## src/rtl/pca_pkg.sv

```systemverilog
// Shared definitions for the covariance-unit operand path: default sizes,
// feeder state encoding and a lane-slice helper.
package pca_pkg;

    localparam int DEFAULT_DATA_WIDTH = 8;
    localparam int DEFAULT_N          = 2;

    typedef enum logic [1:0] {
        LOAD      = 2'd0,
        FEED      = 2'd1,
        WAIT_DONE = 2'd2
    } feeder_state_t;

    // Lane k of a packed bus occupies bits [(k+1)*width-1 : k*width].
    function automatic int lane_lsb(input int lane, input int width);
        return lane * width;
    endfunction

endpackage

```

## src/rtl/systolic_tile_buffer.sv

```systemverilog
// Holds one A tile (rows, slots 0..N-1) and one B tile (columns, slots N..2N-1)
// and presents the skewed diagonal of both for feed index rd_t.
module systolic_tile_buffer
    import pca_pkg::*;
#(
    parameter int DATA_WIDTH = DEFAULT_DATA_WIDTH,
    parameter int N          = DEFAULT_N,
    parameter int AW         = $clog2(2 * N),
    parameter int TW         = 2
) (
    input  logic                    clk,
    input  logic                    rst,
    input  logic                    wr_en,
    input  logic [AW-1:0]           wr_addr,
    input  logic [N*DATA_WIDTH-1:0] wr_data,
    input  logic [TW-1:0]           rd_t,
    output logic [N*DATA_WIDTH-1:0] a_diag,
    output logic [N*DATA_WIDTH-1:0] b_diag
);

    localparam int WW    = N * DATA_WIDTH;
    localparam int SLOTS = 2 * N;

    logic [WW-1:0] words [SLOTS];
    logic [WW-1:0] view  [SLOTS];

    always_ff @(posedge clk or posedge rst) begin
        if (rst) begin
            for (int s = 0; s < SLOTS; s++) begin
                words[s] <= '0;
            end
        end else if (wr_en) begin
            words[wr_addr] <= wr_data;
        end
    end

    // Bypass the word being written so the t=0 diagonal can be registered on
    // the same edge that accepts the final word of the tile.
    always_comb begin
        for (int s = 0; s < SLOTS; s++) begin
            view[s] = (wr_en && (wr_addr == AW'(s))) ? wr_data : words[s];
        end
    end

    always_comb begin
        a_diag = '0;
        b_diag = '0;
        for (int lane = 0; lane < N; lane++) begin
            if ((int'(rd_t) >= lane) && (int'(rd_t) - lane < N)) begin
                a_diag[lane_lsb(lane, DATA_WIDTH) +: DATA_WIDTH] =
                    view[AW'(lane)][lane_lsb(int'(rd_t) - lane, DATA_WIDTH) +: DATA_WIDTH];
                b_diag[lane_lsb(lane, DATA_WIDTH) +: DATA_WIDTH] =
                    view[AW'(N + lane)][lane_lsb(int'(rd_t) - lane, DATA_WIDTH) +: DATA_WIDTH];
            end
        end
    end

endmodule

```

## src/rtl/systolic_array_feeder.sv

```systemverilog
// Loads an A/B tile pair over valid/ready, streams it to the systolic array in
// skewed order with a start pulse, then waits for the array's done.
module systolic_array_feeder
    import pca_pkg::*;
#(
    parameter int DATA_WIDTH  = DEFAULT_DATA_WIDTH,
    parameter int N           = DEFAULT_N,
    parameter int FEED_CYCLES = 4
) (
    input  logic                    clk,
    input  logic                    rst,
    input  logic                    in_valid,
    output logic                    in_ready,
    input  logic [N*DATA_WIDTH-1:0] in_data,
    output logic [N*DATA_WIDTH-1:0] a_feed,
    output logic [N*DATA_WIDTH-1:0] b_feed,
    output logic                    start,
    input  logic                    done_in,
    output logic                    busy
);

    localparam int WW  = N * DATA_WIDTH;
    localparam int LCW = $clog2(2 * N);
    localparam int FCW = (FEED_CYCLES > 1) ? $clog2(FEED_CYCLES) : 1;
    localparam logic [LCW-1:0] LAST_WORD = LCW'(2 * N - 1);
    localparam logic [FCW-1:0] LAST_FEED = FCW'(FEED_CYCLES - 1);

    feeder_state_t  state, state_next;
    logic [LCW-1:0] load_cnt, load_cnt_next;
    logic [FCW-1:0] feed_cnt, feed_cnt_next;
    logic           done_flag, done_flag_next;
    logic [WW-1:0]  a_next, b_next;
    logic           start_next;
    logic           wr_en;
    logic [FCW-1:0] rd_t;
    logic [WW-1:0]  a_diag, b_diag;

    systolic_tile_buffer #(
        .DATA_WIDTH(DATA_WIDTH),
        .N         (N),
        .AW        (LCW),
        .TW        (FCW)
    ) u_tile_buffer (
        .clk    (clk),
        .rst    (rst),
        .wr_en  (wr_en),
        .wr_addr(load_cnt),
        .wr_data(in_data),
        .rd_t   (rd_t),
        .a_diag (a_diag),
        .b_diag (b_diag)
    );

    always_ff @(posedge clk or posedge rst) begin
        if (rst) begin
            state     <= LOAD;
            load_cnt  <= '0;
            feed_cnt  <= '0;
            done_flag <= 1'b0;
            a_feed    <= '0;
            b_feed    <= '0;
            start     <= 1'b0;
        end else begin
            state     <= state_next;
            load_cnt  <= load_cnt_next;
            feed_cnt  <= feed_cnt_next;
            done_flag <= done_flag_next;
            a_feed    <= a_next;
            b_feed    <= b_next;
            start     <= start_next;
        end
    end

    // The feed registers are loaded one cycle ahead, so the diagonal read
    // always targets the index that will be on the outputs next cycle.
    always_comb begin
        state_next     = state;
        load_cnt_next  = load_cnt;
        feed_cnt_next  = feed_cnt;
        done_flag_next = done_flag;
        a_next         = '0;
        b_next         = '0;
        start_next     = 1'b0;
        wr_en          = 1'b0;
        rd_t           = '0;
        case (state)
            LOAD: begin
                if (in_valid) begin
                    wr_en         = 1'b1;
                    load_cnt_next = load_cnt + LCW'(1);
                    if (load_cnt == LAST_WORD) begin
                        state_next    = FEED;
                        feed_cnt_next = '0;
                        a_next        = a_diag;
                        b_next        = b_diag;
                        start_next    = 1'b1;
                    end
                end
            end
            FEED: begin
                rd_t = feed_cnt + FCW'(1);
                if (done_in) begin
                    done_flag_next = 1'b1;
                end
                if (feed_cnt == LAST_FEED) begin
                    if (done_in || done_flag) begin
                        state_next     = LOAD;
                        load_cnt_next  = '0;
                        done_flag_next = 1'b0;
                    end else begin
                        state_next = WAIT_DONE;
                    end
                end else begin
                    feed_cnt_next = feed_cnt + FCW'(1);
                    a_next        = a_diag;
                    b_next        = b_diag;
                end
            end
            WAIT_DONE: begin
                if (done_in || done_flag) begin
                    state_next     = LOAD;
                    load_cnt_next  = '0;
                    done_flag_next = 1'b0;
                end
            end
            default: state_next = LOAD;
        endcase
    end

    assign in_ready = (state == LOAD);
    assign busy     = (state != LOAD);

endmodule
```

## config.mk

```make
export PLATFORM = sky130hd
export DESIGN_NAME = systolic_array_feeder
export DESIGN_NICKNAME = d
export VERILOG_FILES = /design/src/rtl/pca_pkg.sv /design/src/rtl/systolic_tile_buffer.sv /design/src/rtl/systolic_array_feeder.sv
export SDC_FILE = /design/constraint.sdc
export NUM_CORES = 1
export LEC_CHECK = 0
export ABC_AREA = 0
export CORE_MARGIN = 1
export CORE_UTILIZATION = 54
export DETAILED_ROUTE_END_ITERATION = 10
export PLACE_DENSITY = 0.79
export SLEW_MARGIN = 5
export SYNTH_ARGS = -nofsm -noshare
export SYNTH_HDL_FRONTEND = slang
export SYNTH_HIERARCHICAL = 1
export SYNTH_SLANG_ARGS = --single-unit
```

## constraint.sdc

```tcl
create_clock -name clk -period 2.8 [get_ports clk]
set_clock_uncertainty 0.2 [all_clocks]
set_input_delay 0.42 -clock clk [delete_from_list [all_inputs] [get_ports clk]]
set_output_delay 0.42 -clock clk [all_outputs]
set_load 0.05 [all_outputs]
```

**Word level (Yosys, flattened, before mapping)**

Cells that the tools add are included.

- Bits of input ports: 20
- Memory bits (writable): 0
- Logic and storage cells: 91
- Output and inout bits: 35
- Memories: 0
- Latch bits: 0
- Flip-flop bits (word level): 104
- ROM bits: 0

- Div/mod/pow operators: 0
- $add $sub $neg: 3
- Mux-type cells: 42
- Magnitude comparators: 5
- Bitwise logic cells: 1
- $mul: 0
- Shifts and indexed selects: 4
- Reduce and logical (&&, ||, !) cells: 15
- Equality and inequality tests: 10

Operators with widths:

| kind | count |
|---|---|
| 16-bit 2-to-1 mux | 9 |
| 64-bit bitwise mux | 1 |
| 16-bit one-hot mux with 2 select lines | 2 |
| 16-bit demux with 2-bit select | 1 |
| 32-bit by 3-bit < comparator with 1-bit output (second input constant) | 1 |
| 8-bit 2-to-1 mux | 4 |
| 1-bit by 32-bit variable part select with 8-bit output (first input constant) | 1 |
| 16-bit by 32-bit variable part select with 8-bit output | 1 |
| 2-bit 2-to-1 mux | 12 |
| 16-bit by 6-bit variable part select with 8-bit output | 1 |
| 2-bit one-hot mux with 3 select lines | 2 |
| 1-bit 2-to-1 mux | 9 |
| 2-bit != test (second input constant) | 4 |
| 4-bit AND reduction | 2 |
| 1-bit by 6-bit variable part select with 8-bit output (first input constant) | 1 |
| 2-bit == test (second input constant) | 3 |
| 2-bit nonzero test | 3 |
| 2-bit by 1-bit adder with 2-bit output (second input constant) | 2 |
| 2-bit by 1-bit == test with 1-bit output (second input constant) | 2 |
| 1-bit logical AND | 4 |
| 2-bit logical NOT | 2 |
| 2-bit one-hot mux with 2 select lines | 1 |
| 3-bit greater-or-equal comparator (second input constant) | 1 |
| 3-bit by 1-bit < comparator with 1-bit output (second input constant) | 1 |
| 10 further kinds | 10 |

**Longest topological paths before layout**

- Word-level depth: 9
- Gate-level depth with buffers: 10
- Gate-level depth less buffers: 8

**Cells and area by module**

Netlist, hierarchy kept.

Modules (own cells, without submodules):

| module | seq. area each (µm²) | area an instance (µm²) | instances | cells an instance |
|---|---|---|---|---|
| systolic_tile_buffer | 800.8 | 1859.3 | 1 | 126 |
| systolic_array_feeder | 1001.0 | 1544.0 | 1 | 120 |

**Worst setup path before layout**

Ideal clock, no wire load.

- Path type: flip-flop to flip-flop
- Start point: register state[1]
- End point: register a_feed[6]
- Path buffers: 1
- Required time: 2.481 ns
- Library setup time: 0.119 ns
- Period minus slack after synthesis: 2.860 ns
- Setup slack: -0.060 ns
- Cell stages (with the launch flop): 9
- Arrival: 2.541 ns
- Path through: dfrtp_1 inv_1 ha_1 and2_1 nor3b_4 buf_6 mux4_2 and2_1 and2_1

- Word-level cells in the longest chain between the ends: 9
- Elaborated cells between the ends (all ways): 13
- Classes of those cells: order compare: 1; eq/ne: 1; shift: 1; mux: 8; reduce/logical: 2

RTL lines:

| what | line | source |
|---|---|---|
| from (decl) | systolic_array_feeder.sv:28 | `feeder_state_t state, state_next;` |
| from (signal assigned) | systolic_array_feeder.sv:64 | `state <= state_next;` |
| 2-bit logical NOT (*) | - |  |
| named net in_ready | systolic_array_feeder.sv:13 | `output logic in_ready,` |
| 1-bit 2-to-1 mux (*) | systolic_array_feeder.sv:86 | `case (state)` |
| named net wr_en | systolic_array_feeder.sv:34 | `logic wr_en;` |
| 1-bit logical AND (*) | systolic_tile_buffer.sv:41 | `view[s] = (wr_en && (wr_addr == AW'(s))) ? wr_data : words[s];` |
| 16-bit 2-to-1 mux (*) | systolic_tile_buffer.sv:41 |  |
| 16-bit by 6-bit variable part select with 8-bit output (*) | systolic_tile_buffer.sv:51 | `view[AW'(lane)][lane_lsb(int'(rd_t) - lane, DATA_WIDTH) +: DATA_WIDTH];` |
| 8-bit 2-to-1 mux (*) | systolic_tile_buffer.sv:49 | `if ((int'(rd_t) >= lane) && (int'(rd_t) - lane < N)) begin` |
| named net a_diag[6] | systolic_array_feeder.sv:36 | `logic [WW-1:0] a_diag, b_diag;` |
| 16-bit 2-to-1 mux | systolic_array_feeder.sv:91 | `if (load_cnt == LAST_WORD) begin` |
| 16-bit 2-to-1 mux | systolic_array_feeder.sv:88 | `if (in_valid) begin` |
| 16-bit one-hot mux with 2 select lines (*) | systolic_array_feeder.sv:86 |  |
| named net a_next[6] | systolic_array_feeder.sv:32 | `logic [WW-1:0] a_next, b_next;` |
| to (signal assigned) | systolic_array_feeder.sv:68 | `a_feed <= a_next;` |
| to (decl) | systolic_array_feeder.sv:15 | `output logic [N*DATA_WIDTH-1:0] a_feed,` |

Mark *: on every way through the listed nets, which the timed path passes. The rest lies on a longest branch.
A chain may end at the register's enable or synchronous reset.

**Worst setup path after layout**

- Start point: register state[0]
- End point: output port busy

- Word-level cells in the longest chain between the ends: 1

RTL lines:

| what | line | source |
|---|---|---|
| 2-bit nonzero test | systolic_array_feeder.sv:131 | `assign busy = (state != LOAD);` |
| to (decl) | systolic_array_feeder.sv:19 | `output logic busy` |

No other way between the ends.

==> impl_metrics.env <==
export IMPL_rsz0062_at_grt="no"
export IMPL_synth_seq_area_share_pct=52.9
export IMPL_synth_cell_area_um2=3400
export IMPL_grt_max_degree=33
export IMPL_grt_pass1_vias=2063
export IMPL_crit_type="flip-flop to primary output"
export IMPL_cts_resized=0
export IMPL_synth_ff_type="dfrtp_1"
export IMPL_area_delta_synth_final_pct=26.0
export IMPL_synth_area_leaders="dfrtp_1, mux2_2, and2_1, mux4_2, mux4_1"
export IMPL_routedWlPerCell_um=15.2
export IMPL_min_period_ns=2.60
export IMPL_synth_async_reset_ratio_pct=100
export IMPL_p_per_area_nw_per_um2=1130
export IMPL_clockBufferDepth=2
export IMPL_row_count=28
export IMPL_drive_gt1_share_pct=23.4
export IMPL_viasPerCell=5.17
export IMPL_worst_pin_slew_ns=0.516
export IMPL_postRouteAntennaNets=0
export IMPL_dieArea_um2=6620
export IMPL_ctsHtreeMaxLevel=3
export IMPL_post_route_drc_count=0
export IMPL_power_frac_clock_pct=21.9
export IMPL_final_core_util_pct=71.6
export IMPL_holdCritPathClass="input port to asynchronous set/reset pin"
export IMPL_dp_final_hpwl_mm=4.19
export IMPL_p_sw_share_pct=34.4
export IMPL_core_um2=5990
export IMPL_wirelength_mm=5.94
export IMPL_clock_root_buffer="clkbuf_8"
export IMPL_grt_overflow_total=0
export IMPL_crit_path_end_kind="primary output"
export IMPL_path_clk_slew_ns=0.08
export IMPL_finalMaxSlewViolations=0
export IMPL_cap_violations=0
export IMPL_postCtsSetupBuffers=0
export IMPL_r2r_end="a_feed[1]"
export IMPL_worstRegToRegCells=8
export IMPL_power_frac_seq_pct=33.5
export IMPL_p_switching_mw=1.67
export IMPL_post_synth_top_area_cell="dfrtp_1"
export IMPL_antenna_found_initial=0
export IMPL_p_total_mw=4.86
export IMPL_io_buffers=54
export IMPL_fin_crit_sh_pct=92.9
export IMPL_antenna_diode_count=0
export IMPL_synth_edf_count=0
export IMPL_syn_area_per_cell_um2=13.8
export IMPL_regToRegStartpoint="state[1]"
export IMPL_p_leak_nw=1.89
export IMPL_die_w_um=81.4
export IMPL_p_int_mw=3.19
export IMPL_nFillCells=402
export IMPL_nets=340
export IMPL_setup_tns_final_ns=0
export IMPL_r2r_slack_ns=0.21
export IMPL_ios=55
export IMPL_synthCells=246
export IMPL_synth_cell_types=37
export IMPL_cts_tree="built"
export IMPL_crit_required_ns=2.18
export IMPL_die_h_um=81.4
export IMPL_grt_pass1_wl_mm=9.92
export IMPL_fmax_mhz=385
export IMPL_yosysWarningCount=6
export IMPL_insertion_delay_ns=0.35
export IMPL_yosys_area_top_type_share_pct=52.9
export IMPL_start_util_pct=56.8
export IMPL_synth_seq_cells=72
export IMPL_vias=2022
export IMPL_cts_hold_buf=0
export IMPL_drt_iter0_drc=55
export IMPL_cp_max_fo=7
export IMPL_gp_congestion=0.810
export IMPL_hold_viol_final=0
export IMPL_finalSetupViolCount=0
export IMPL_arrival_ns=1.98
export IMPL_cts_made_buffers=9
export IMPL_ir_drop_uv=595
export IMPL_start_kind="flip-flop"
export IMPL_drtPass1Iterations=4
export IMPL_grt_util_all_layers_pct=21.0
export IMPL_p_comb_share_pct=44.6
export IMPL_relSlewSlack_pct=65.5
export IMPL_cts_sinks=72
export IMPL_status="finished, final reports clean"
## worst max path at each step
stage / startpoint / end / slack (ns) / depth (start not counted)
2_1_floorplan: state[1] / a_feed[6] / 0.13 / 8
3_3_place_gp: in_valid / a_feed[2] / 0.12 / 7
3_5_place_dp: in_valid / a_feed[3] / 0.06 / 7
4_1_cts: state[0] / busy / 0.19 / 4
5_1_grt: state[0] / busy / 0.07 / 4
6_report: state[0] / busy / 0.20 / 4
## flip-flops by register name, summed over array words and instances, names as in the netlist
| register | flops |
|---|---|
| load_cnt | 2 |
| state | 2 |
| u_tile_buffer/words | 32 |
| feed_cnt | 2 |
| a_feed | 16 |
| done_flag | 1 |
| b_feed | 16 |
| start | 1 |
## worst max-delay path, cell delays in order (launching register included)
cell             delay, ns
dfrtp_1               0.41
inv_1                 0.08
ha_2                  0.23
inv_1                 0.10
clkdlybuf4s50_1       0.80
## cell usage after synthesis, drive strengths merged (2+ instances only)
cell	n
a21boi	2
mux4	16
nor2b	11
o21ai	3
nand2	3
ha	8
nor3b	2
inv	7
nor2	4
dfrtp	72
and2	41
buf	25
nand3	2
mux2	33
nand2b	2
## cell usage in the layout (no fill, tap or decap), types with 3 or more instances in the layout
cell type	synthesis	layout
nand2_1	3	3
ha_1	8	7
inv_1	7	7
and2_1	41	41
mux4_2	11	11
dfrtp_1	72	72
clkdlybuf4s50_1	0	54
nor2_1	4	4
mux4_1	5	5
nor2b_1	11	10
mux2_2	32	32
conb_1	1	16
clkbuf_8	0	9
buf_4	17	10
bufinv_16	0	4
## power groups by stage
stage,logic [mW],registers [mW],clock network (mW)
3_5_place_dp,2.17,1.64,0
2_1_floorplan,1.21,2.03,0
5_1_grt,2.33,1.67,1.12
4_1_cts,2.18,1.62,1.08
3_3_place_gp,2.11,1.61,0
6_report,2.17,1.63,1.07
## routing by layer
layer,up-vias,GRT usage (%),wire length [um]
met5,-,0,0
met2,49,33.4,3040
met3,11,4.61,235
li1,954,-,-
met4,0,11.3,118
met1,1008,26.7,2550
## cells by family (layout without fill, tap and decap cells)
family,Yosys count,in the layout,share of synthesized area [%]
and+or+nand+nor,69,69,12.6
adders and majority gates,8,8,2.94
muxes,49,49,22.2
buffers and inverters,33,88,6.18
DFF,72,72,52.9
other,1,16,0.110
AOI/OAI and AO/OA,14,14,3.05
## area by class of cell
class | instances | area (um2) | share of cell area, %
Sequential cell | 72 | 1800 | 42.0
Inverter | 7 | 26.3 | 0.613
Clock buffer | 9 | 124 | 2.89
Multi-Input combinational cell | 156 | 1450 | 33.9
Tap cell | 75 | 93.8 | 2.19
Clock inverter | 6 | 133 | 3.09
Timing Repair Buffer | 66 | 656 | 15.3
## stage by stage
stage / hold WS, ns / worst slack, ns / instance area (um2) / std cells
finish: 0.0857 / 0.200 / 4290 / 391
global route: 0.111 / 0.0737 / 4290 / 391
CTS: 0.0781 / 0.194 / 4290 / 391
detailed placement: 0.289 / 0.0636 / 4030 / 376
global placement: 0.281 / 0.117 / 4030 / 376
floorplan: 0.272 / 0.126 / 3460 / 261
No activity file was read; power rests on OpenSTA's default activity.
